**src/rtl/regfile_read_sched_pkg.sv**
```systemverilog
// Shared constants and types for the register-file read scheduler: widths,
// RV32I opcodes, instruction classes and scheduler FSM states.
package regfile_sched_pkg;

  localparam int WORD_SIZE  = 32;
  localparam int REG_ADDR_W = 5;

  localparam logic [6:0] OPC_OP     = 7'b0110011;
  localparam logic [6:0] OPC_OP_IMM = 7'b0010011;
  localparam logic [6:0] OPC_JALR   = 7'b1100111;
  localparam logic [6:0] OPC_LOAD   = 7'b0000011;
  localparam logic [6:0] OPC_STORE  = 7'b0100011;
  localparam logic [6:0] OPC_BRANCH = 7'b1100011;
  localparam logic [6:0] OPC_LUI    = 7'b0110111;
  localparam logic [6:0] OPC_AUIPC  = 7'b0010111;
  localparam logic [6:0] OPC_JAL    = 7'b1101111;

  typedef enum logic [2:0] {
    CLS_R,
    CLS_I,
    CLS_SB,
    CLS_UJ,
    CLS_ILL
  } instr_class_t;

  typedef enum logic [2:0] {
    IDLE,
    RS1_RD,
    RS1_CAP,
    RS2_RD,
    RS2_CAP,
    OUT
  } sched_state_t;

  function automatic logic class_has_rd(input instr_class_t cls);
    return (cls == CLS_R) || (cls == CLS_I) || (cls == CLS_UJ);
  endfunction

endpackage

```
**src/rtl/regfile_read_sched_instr_field_decode.sv**
```systemverilog
// Combinational RV32I field decode: opcode class, register fields and which
// source reads are actually needed (used and nonzero).
module instr_field_decode
  import regfile_sched_pkg::*;
(
  input  logic [WORD_SIZE-1:0]  instruction,
  output instr_class_t          cls,
  output logic [REG_ADDR_W-1:0] rs1,
  output logic [REG_ADDR_W-1:0] rs2,
  output logic [REG_ADDR_W-1:0] rd,
  output logic                  need_rs1,
  output logic                  need_rs2,
  output logic                  illegal
);

  logic       uses_rs1;
  logic       uses_rs2;
  logic [6:0] opcode;
  logic       unused_bits;

  assign opcode      = instruction[6:0];
  assign rs1         = instruction[19:15];
  assign rs2         = instruction[24:20];
  assign rd          = instruction[11:7];
  assign unused_bits = ^{instruction[31:25], instruction[14:12]};

  // NOTE: every always_comb output gets a default first so no path can infer a latch.
  always_comb begin
    cls = CLS_ILL;
    case (opcode)
      OPC_OP:                           cls = CLS_R;
      OPC_OP_IMM, OPC_JALR, OPC_LOAD:   cls = CLS_I;
      OPC_STORE, OPC_BRANCH:            cls = CLS_SB;
      OPC_LUI, OPC_AUIPC, OPC_JAL:      cls = CLS_UJ;
      default:                          cls = CLS_ILL;
    endcase
  end

  assign uses_rs1 = (cls == CLS_R) || (cls == CLS_I) || (cls == CLS_SB);
  assign uses_rs2 = (cls == CLS_R) || (cls == CLS_SB);
  assign need_rs1 = uses_rs1 && (rs1 != '0);
  assign need_rs2 = uses_rs2 && (rs2 != '0);
  assign illegal  = (cls == CLS_ILL);

endmodule

```
**src/rtl/regfile_read_sched.sv**
```systemverilog
// Operand-fetch sequencer for one RV32I instruction over a single synchronous
// register-file read port. Define REGFILE_READ_SCHED_BYPASS_EN to forward a
// same-cycle writeback instead of stalling the read.
module regfile_read_sched #(
  parameter int WORD_SIZE  = regfile_sched_pkg::WORD_SIZE,
  parameter int REG_ADDR_W = regfile_sched_pkg::REG_ADDR_W
) (
  input  logic                  clk,
  input  logic                  reset,
  input  logic                  instr_valid,
  output logic                  instr_ready,
  input  logic [WORD_SIZE-1:0]  instruction,
  output logic                  rf_ren,
  output logic [REG_ADDR_W-1:0] rf_raddr,
  input  logic [WORD_SIZE-1:0]  rf_rdata,
  output logic                  rf_wen,
  output logic [REG_ADDR_W-1:0] rf_waddr,
  output logic [WORD_SIZE-1:0]  rf_wdata,
  input  logic                  wb_valid,
  input  logic [REG_ADDR_W-1:0] wb_rd,
  input  logic [WORD_SIZE-1:0]  wb_data,
  output logic                  op_valid,
  input  logic                  op_ready,
  output logic [WORD_SIZE-1:0]  op_rs1_val,
  output logic [WORD_SIZE-1:0]  op_rs2_val,
  output logic [REG_ADDR_W-1:0] op_rd,
  output logic [WORD_SIZE-1:0]  op_instr,
  output logic                  op_illegal
);

  import regfile_sched_pkg::*;

  sched_state_t          state;
  sched_state_t          state_next;

  logic [WORD_SIZE-1:0]  dec_word;
  instr_class_t          dec_cls;
  logic [REG_ADDR_W-1:0] dec_rs1;
  logic [REG_ADDR_W-1:0] dec_rs2;
  logic [REG_ADDR_W-1:0] dec_rd;
  logic                  dec_need_rs1;
  logic                  dec_need_rs2;
  logic                  dec_illegal;

  logic                  rd_cycle;
  logic [REG_ADDR_W-1:0] rd_addr;
  logic                  hazard;
  logic                  stall;
  logic [WORD_SIZE-1:0]  cap_data;

  // The incoming word is decoded while idle; afterwards the latched copy drives the decode.
  assign dec_word = (state == IDLE) ? instruction : op_instr;

  instr_field_decode u_decode (
    .instruction (dec_word),
    .cls         (dec_cls),
    .rs1         (dec_rs1),
    .rs2         (dec_rs2),
    .rd          (dec_rd),
    .need_rs1    (dec_need_rs1),
    .need_rs2    (dec_need_rs2),
    .illegal     (dec_illegal)
  );

  assign rd_cycle = (state == RS1_RD) || (state == RS2_RD);
  assign rd_addr  = (state == RS1_RD) ? dec_rs1 : dec_rs2;
  assign hazard   = rd_cycle && wb_valid && (wb_rd == rd_addr);

`ifdef REGFILE_READ_SCHED_BYPASS_EN
  logic                 byp_hit;
  logic [WORD_SIZE-1:0] byp_data;

  assign stall = 1'b0;

  // The RAM returns pre-write data on a read-during-write, so the colliding
  // writeback value is held for the capture cycle.
  always_ff @(posedge clk) begin
    if (reset) begin
      byp_hit  <= 1'b0;
      byp_data <= '0;
    end else begin
      byp_hit  <= hazard;
      byp_data <= wb_data;
    end
  end

  assign cap_data = byp_hit ? byp_data : rf_rdata;
`else
  // Without forwarding, the read is withheld until the colliding write has landed.
  assign stall    = hazard;
  assign cap_data = rf_rdata;
`endif

  // NOTE: sequential state uses non-blocking assignments so every flop samples pre-edge values.
  always_ff @(posedge clk) begin
    if (reset) begin
      state <= IDLE;
    end else begin
      state <= state_next;
    end
  end

  always_comb begin
    state_next = state;
    case (state)
      IDLE: begin
        if (instr_valid) begin
          if (dec_need_rs1)      state_next = RS1_RD;
          else if (dec_need_rs2) state_next = RS2_RD;
          else                   state_next = OUT;
        end
      end
      RS1_RD:  if (!stall) state_next = RS1_CAP;
      RS1_CAP: state_next = dec_need_rs2 ? RS2_RD : OUT;
      RS2_RD:  if (!stall) state_next = RS2_CAP;
      RS2_CAP: state_next = OUT;
      OUT:     if (op_ready) state_next = IDLE;
      default: state_next = IDLE;
    endcase
  end

  always_comb begin
    instr_ready = 1'b0;
    rf_ren      = 1'b0;
    rf_raddr    = '0;
    op_valid    = 1'b0;
    case (state)
      IDLE:   instr_ready = !reset;
      RS1_RD: begin
        rf_ren   = !stall && !reset;
        rf_raddr = dec_rs1;
      end
      RS2_RD: begin
        rf_ren   = !stall && !reset;
        rf_raddr = dec_rs2;
      end
      OUT:    op_valid = 1'b1;
      default: ;
    endcase
  end

  // Writes to x0 are dropped here so the register file needs no special case.
  assign rf_wen   = wb_valid && (wb_rd != '0) && !reset;
  assign rf_waddr = wb_rd;
  assign rf_wdata = wb_data;

  always_ff @(posedge clk) begin
    if (reset) begin
      op_instr   <= '0;
      op_rs1_val <= '0;
      op_rs2_val <= '0;
      op_rd      <= '0;
      op_illegal <= 1'b0;
    end else begin
      case (state)
        IDLE: begin
          if (instr_valid) begin
            op_instr   <= instruction;
            op_rs1_val <= '0;
            op_rs2_val <= '0;
            op_rd      <= class_has_rd(dec_cls) ? dec_rd : '0;
            op_illegal <= dec_illegal;
          end
        end
        RS1_CAP: op_rs1_val <= cap_data;
        RS2_CAP: op_rs2_val <= cap_data;
        default: ;
      endcase
    end
  end

endmodule

```
**config.mk**
```make
export PLATFORM = sky130hd
export DESIGN_NAME = regfile_read_sched
export DESIGN_NICKNAME = d
export VERILOG_FILES = /design/src/rtl/regfile_read_sched_pkg.sv /design/src/rtl/regfile_read_sched_instr_field_decode.sv /design/src/rtl/regfile_read_sched.sv
export SDC_FILE = /design/constraint.sdc
export NUM_CORES = 1
export LEC_CHECK = 0
export CAP_MARGIN = 20
export CORE_MARGIN = 3
export CORE_UTILIZATION = 47
export CTS_BUF_LIST = sky130_fd_sc_hd__clkbuf_2
export DETAILED_ROUTE_END_ITERATION = 8
export DONT_BUFFER_PORTS = 1
export PLACE_DENSITY = 0.64
export SLEW_MARGIN = 20
export SYNTH_ARGS = -nofsm -noshare
export SYNTH_HDL_FRONTEND = slang
export SYNTH_SLANG_ARGS = --single-unit
export TNS_END_PERCENT = 20
```
**constraint.sdc**
```tcl
create_clock -name clk -period 2.88 [get_ports clk]
set_input_delay 0.576 -clock clk [delete_from_list [all_inputs] [get_ports clk]]
set_output_delay 0.576 -clock clk [all_outputs]
set_load 0.02 [all_outputs]
```
== Word-level counts from Yosys, hierarchy flattened ==
Index checks and enable logic that the tools add are counted.
W data, S select, Z words.
Word-level totals
  word-level logic and storage cells: 76
  register bits after elaboration: 105
  output and inout bits: 148
Operators by class
  equal/unequal tests: 23
  reduce and logical (&&, ||, !) cells: 29
  mux-type cells: 18
Operators by type and width (count)
  $pmux W32 S2: 2
  $mux W32: 1
  $mux W25: 1
  $eq A7 B6 Y1 const B: 3
  $eq A7 B7 Y1 const B: 3
  $mux W3: 6
  $pmux W3 S6: 1
  $reduce_bool A5 Y1: 3
  $eq A7 B5 Y1 const B: 2
  $eq A3 B2 Y1 const B: 4
  $pmux W3 S4: 1
  $mux W5: 2
  $pmux W5 S2: 1
  $eq A3 B3 Y1 const B: 3
  $ne A2 B2 Y1 const B: 4
  $eq A7 B2 Y1 const B: 1
  $logic_and A1 B1 Y1: 7
  $eq A3 B1 Y1 const B: 2
  $logic_not A3 Y1: 2
  $reduce_and A2 Y1: 3
  $reduce_or A3 Y1: 2
  $eq A5 B5 Y1: 1
  $logic_or A1 B1 Y1: 5
  $reduce_and A4 Y1: 1
  4 further kinds: 9

== Logic depth before layout (Yosys ltp) ==
  word-level depth: 12
  depth in mapped cells: 8
  depth with buffers taken out: 5

== By module ==
A second synthesis with hierarchy kept.
Unflattened totals
  cells, all modules: 630
  area total of the unflattened synthesis: 5069.9 µm²
Modules (own cells, without submodules)
  regfile_read_sched: area an instance 4789.6 µm², instances 1, cells an instance 593, seq. area each 2102.0 µm²
  instr_field_decode: area an instance 280.3 µm², instances 1, cells an instance 37, seq. area each 0.0 µm²

== Worst setup path after synthesis ==
Ideal clock, no wire load.
  kind: input-to-output
  from: input port wb_rd[1]
  to: output port rf_ren
  required time: 2.304 ns
  path slack: 0.495 ns
  arrival time: 1.809 ns
  path buffers: 0
  cell stages on the path: 5
  cells stage by stage: or3_1 > o221ai_1 > a211o_1 > or4_4 > nor3b_1
On the way
  word-level cells in the longest chain between the ends: 5
RTL lines
  from (decl): RTL line regfile_read_sched.sv:20  | input logic [REG_ADDR_W-1:0] wb_rd,
  $eq A5 B5 Y1: RTL line regfile_read_sched.sv:67  | assign hazard = rd_cycle && wb_valid && (wb_rd == rd_addr);
  $logic_and A1 B1 Y1: RTL line regfile_read_sched.sv:67
  $logic_not A1 Y1: RTL line regfile_read_sched.sv:130, regfile_read_sched.sv:134
  $logic_and A1 B1 Y1: RTL line regfile_read_sched.sv:130, regfile_read_sched.sv:134
  $mux W1
  to (decl): RTL line regfile_read_sched.sv:13  | output logic rf_ren,
Every way passes these cells.

== Worst setup path after layout ==
  from: register state[1]
  to: output port rf_ren
On the way
  word-level cells in the longest chain between the ends: 8
RTL lines
  from (decl): RTL line regfile_read_sched.sv:33  | sched_state_t state;
  from (signal assigned): RTL line regfile_read_sched.sv:99  | state <= state_next;
  $logic_not A3 Y1: RTL line regfile_read_sched.sv:52  | assign dec_word = (state == IDLE) ? instruction : op_instr;
  $mux W25: RTL line regfile_read_sched.sv:52
  $mux W5: RTL line regfile_read_sched.sv:66  | assign rd_addr = (state == RS1_RD) ? dec_rs1 : dec_rs2;
  $eq A5 B5 Y1: RTL line regfile_read_sched.sv:67
  $logic_and A1 B1 Y1: RTL line regfile_read_sched.sv:67
  $logic_not A1 Y1: RTL line regfile_read_sched.sv:130, regfile_read_sched.sv:134
  $logic_and A1 B1 Y1: RTL line regfile_read_sched.sv:130, regfile_read_sched.sv:134
  $mux W1 *
Mark *: on every way between the ends. The rest lies on a longest branch, timed or not.

==> run_results.csv <==
group,metric,value,unit
grt,grt_max_degree,67,
sta,finalSetupTns,-0.1295,ns
setup_path,max_stage_delay,0.52,ns
place,gp_congestion,0.8665,
setup_path,critPathMaxFanout,10,
sta,slew_viol_final,0,
power_and_ir_drop,power_density,804.9,nW/um^2
sta,maxSlewHeadroom,54.44,%
setup_path,cp-end-kind,"output pin",
cts,cts-root-buf,"clkbuf_2",
cts,clock_path_buffers,2,
synthesis,synth-async-reset-ratio,0,%
power_and_ir_drop,p_total,3.924,mW
layout,final_common_cell,"nand2_1",
sta,rsz0062_at_grt,"yes",
cts,clkSlewWorstSetupHoldPaths,0.33,ns
sta,min_period,3.010,ns
grt,antenna_found_initial,0,
routing,via_per_inst,5.922,
setup_path,path_class,"reg2out",
layout,insertedDiodeCount,0,
setup_path,worstPathCellList,"or3_1 -> o221ai_1 -> a211o_1 -> or4_4 -> nor3b_1 -> buf_4",
cts,cts.sinks,105,
synthesis,synth_area_per_cell,7.886,um^2
power_and_ir_drop,peakVddDrop,0.0003710,V
floorplan,fp.coreArea,9459,um^2
setup_path,worst-path-buf-inv,1,
sta,period_share,104.5,%
grt,grt_pass1_vias,3813,
routing,wl_per_cell,19.29,um
setup_path,reg2reg_slack,0.67,ns
setup_path,crit_path_start_kind,"flip-flop",
grt,gr-total-overflow,0,
setup_path,cp_slowest_cell,"or4_4",
hold_path,hp-class,"in2reg",
sta,worst_slew_pin_slew,0.6819,ns
synthesis,synth_flop_cell,"dfxtp_1",
setup_path,critical-path-top-delay-family,"simple AND/OR/NAND/NOR gates",
grt,grt_use_total,22.30,%
cts,clk_latency,0.57,ns
layout,syn2layout_area_growth,4.591,%
synthesis,yosysWarningCount,0,
status,violations,"negative setup slack",
floorplan,die_area,11150,um^2
sta,max_freq,332.3,MHz
synthesis,synth_cells,591,
routing,firstDrtPassIters,4,
floorplan,die_w,105.6,um
synthesis,synth_area,4661,um^2
floorplan,num_rows,35,
floorplan,start_util,49.27,%
power_and_ir_drop,p_leak,1.623,nW
routing,drt-total-wl,13390,um
routing,ant_nets,0,
layout,final_util,51.53,%
sta,fin_skew,0.06280,ns
synthesis,netlist-cell-type-count,52,
synthesis,netlist.area_leader.share,45.10,%
synthesis,syn-num-nets,697,
routing,drc,0,
synthesis,synth_edf_count,0,
layout,num-nets-final,666,
cts,cts_tree,"done",
synthesis,synth_area_leader_cell,"dfxtp_1",
routing,dr_total_vias,4110,
floorplan,ioPinCount,254,
routing,drt-initial-drc-count,389,
cts,htreeDepth,3,
floorplan,die_h,105.6,um
sta,setup_violations,1,
layout,most-common-layout-cells,"139 x nand2_1, 101 x a21oi_1, 99 x dfxtp_1",
run,max-cap-violations,0,
synthesis,yosys_register_bits,105,
synthesis,synth-seq-area-share,45.10,%
sta,hold_viol_final,0,
layout,drive_above_1_share,9.735,%
setup_path,arrival,2.43,ns
setup_path,cp_data_required_time,2.30,ns
sta,final.setup.worst_slack,-0.1295,ns
status,status,"complete, but fails checks",
cts,cts_buffers,9,
place,hpwl,8739,um
place,io_buffers,0,
layout,num-fill-cells,944,
synthesis,synth.top_cells.by_area,"dfxtp_1 45%, nand2_1 11%, a21oi_1 11%, nand3_1 7.0%, buf_4 6.0%",
grt,grt_pass1_wl,20270,um
[through the flow]
stage               setup WS, ns  std cells  hold WS [ns]  instance area [um^2]
finish                   -0.1295        694       0.07137                  4875
global route             -0.2936        694     0.0009540                  4875
CTS                      -0.1981        675     0.0001954                  4674
detailed placement        0.2158        654        0.5478                  4484
global placement          0.2802        654        0.5415                  4484
floorplan                 0.4948        591        0.5302                  4661
[layout make-up]
type                       instances  area, um^2  share of cell area (%)
clock buffer                       9       45.04                  0.9240
clock inverter                     7       62.56                   1.283
inverter                           2       7.507                  0.1540
multi-input combinational        402        2101                   43.10
sequential                       105        2117                   43.43
tap                              129       161.4                   3.311
timing repair buffer              40       380.4                   7.803
[kinds of logic after synthesis]
logic type	synth area share, %
AOI/OAI and AO/OA	15.17
xor gates and xnor gates	1.503
buffers and inverters	10.20
DFF	45.10
muxes	2.416
and+or+nand+nor	25.61
[flip-flops by register name, summed over array words and instances, names as in the netlist]
name and count:
op_rs2_val 32, state 3, op_rs1_val 32, op_illegal 1, op_instr 32, op_rd 5
[where the power goes]
group          switching (mW)  internal [mW]  total [mW]
Combinational           0.750          0.404        1.15
Sequential              0.437           1.67        2.11
Clock                   0.527          0.134       0.661
Total                    1.71           2.21        3.92
[synth_stat cells (2+ instances only)]
cell and instances:
buf_4 37, nor3b_1 3, nor3_1 5, o21bai_1 2
nand4_1 5, a211o_1 2, buf_1 8, buf_2 5
or4_1 5, a211oi_1 3, buf_6 2, nor2b_1 4
clkbuf_1 30, nand2b_1 3, nand3_1 65, xnor2_1 2
or3_1 2, a21oi_1 101, nor2_1 16, nand2_1 140
inv_1 2, xor2_1 6, mux2i_1 9, dfxtp_1 105
and2_1 2
[worst paths after layout]
check	from	endpoint	depth (start not counted)
max	state[1]$_SDFFE_PP0P_	rf_ren	6
min	instruction[16]	op_instr[16]$_SDFFE_PP0P_	2
max reg2reg	state[0]$_SDFFE_PP0P_	state[2]$_SDFFE_PP0P_	7
min reg2reg	op_instr[24]$_SDFFE_PP0P_	op_instr[24]$_SDFFE_PP0P_	2
[metal layers]
| layer | wire length (um) | GRT usage (%) |
|---|---|---|
| met1 | 5200 | 27.18 |
| met4 | 244 | 7.586 |
| met5 | 0 | 0 |
| met2 | 6379 | 35.34 |
| met3 | 1564 | 9.614 |
[timing repair]
action,CTS,global route
pin swaps,4,0
hold buffers,2,19
buffers inserted,3,0
setup endpoints to repair,1,1
gates resized for setup,11,0
endpoints found under the hold margin,66,44
Note: power is estimated with default switching activity, not from simulation.
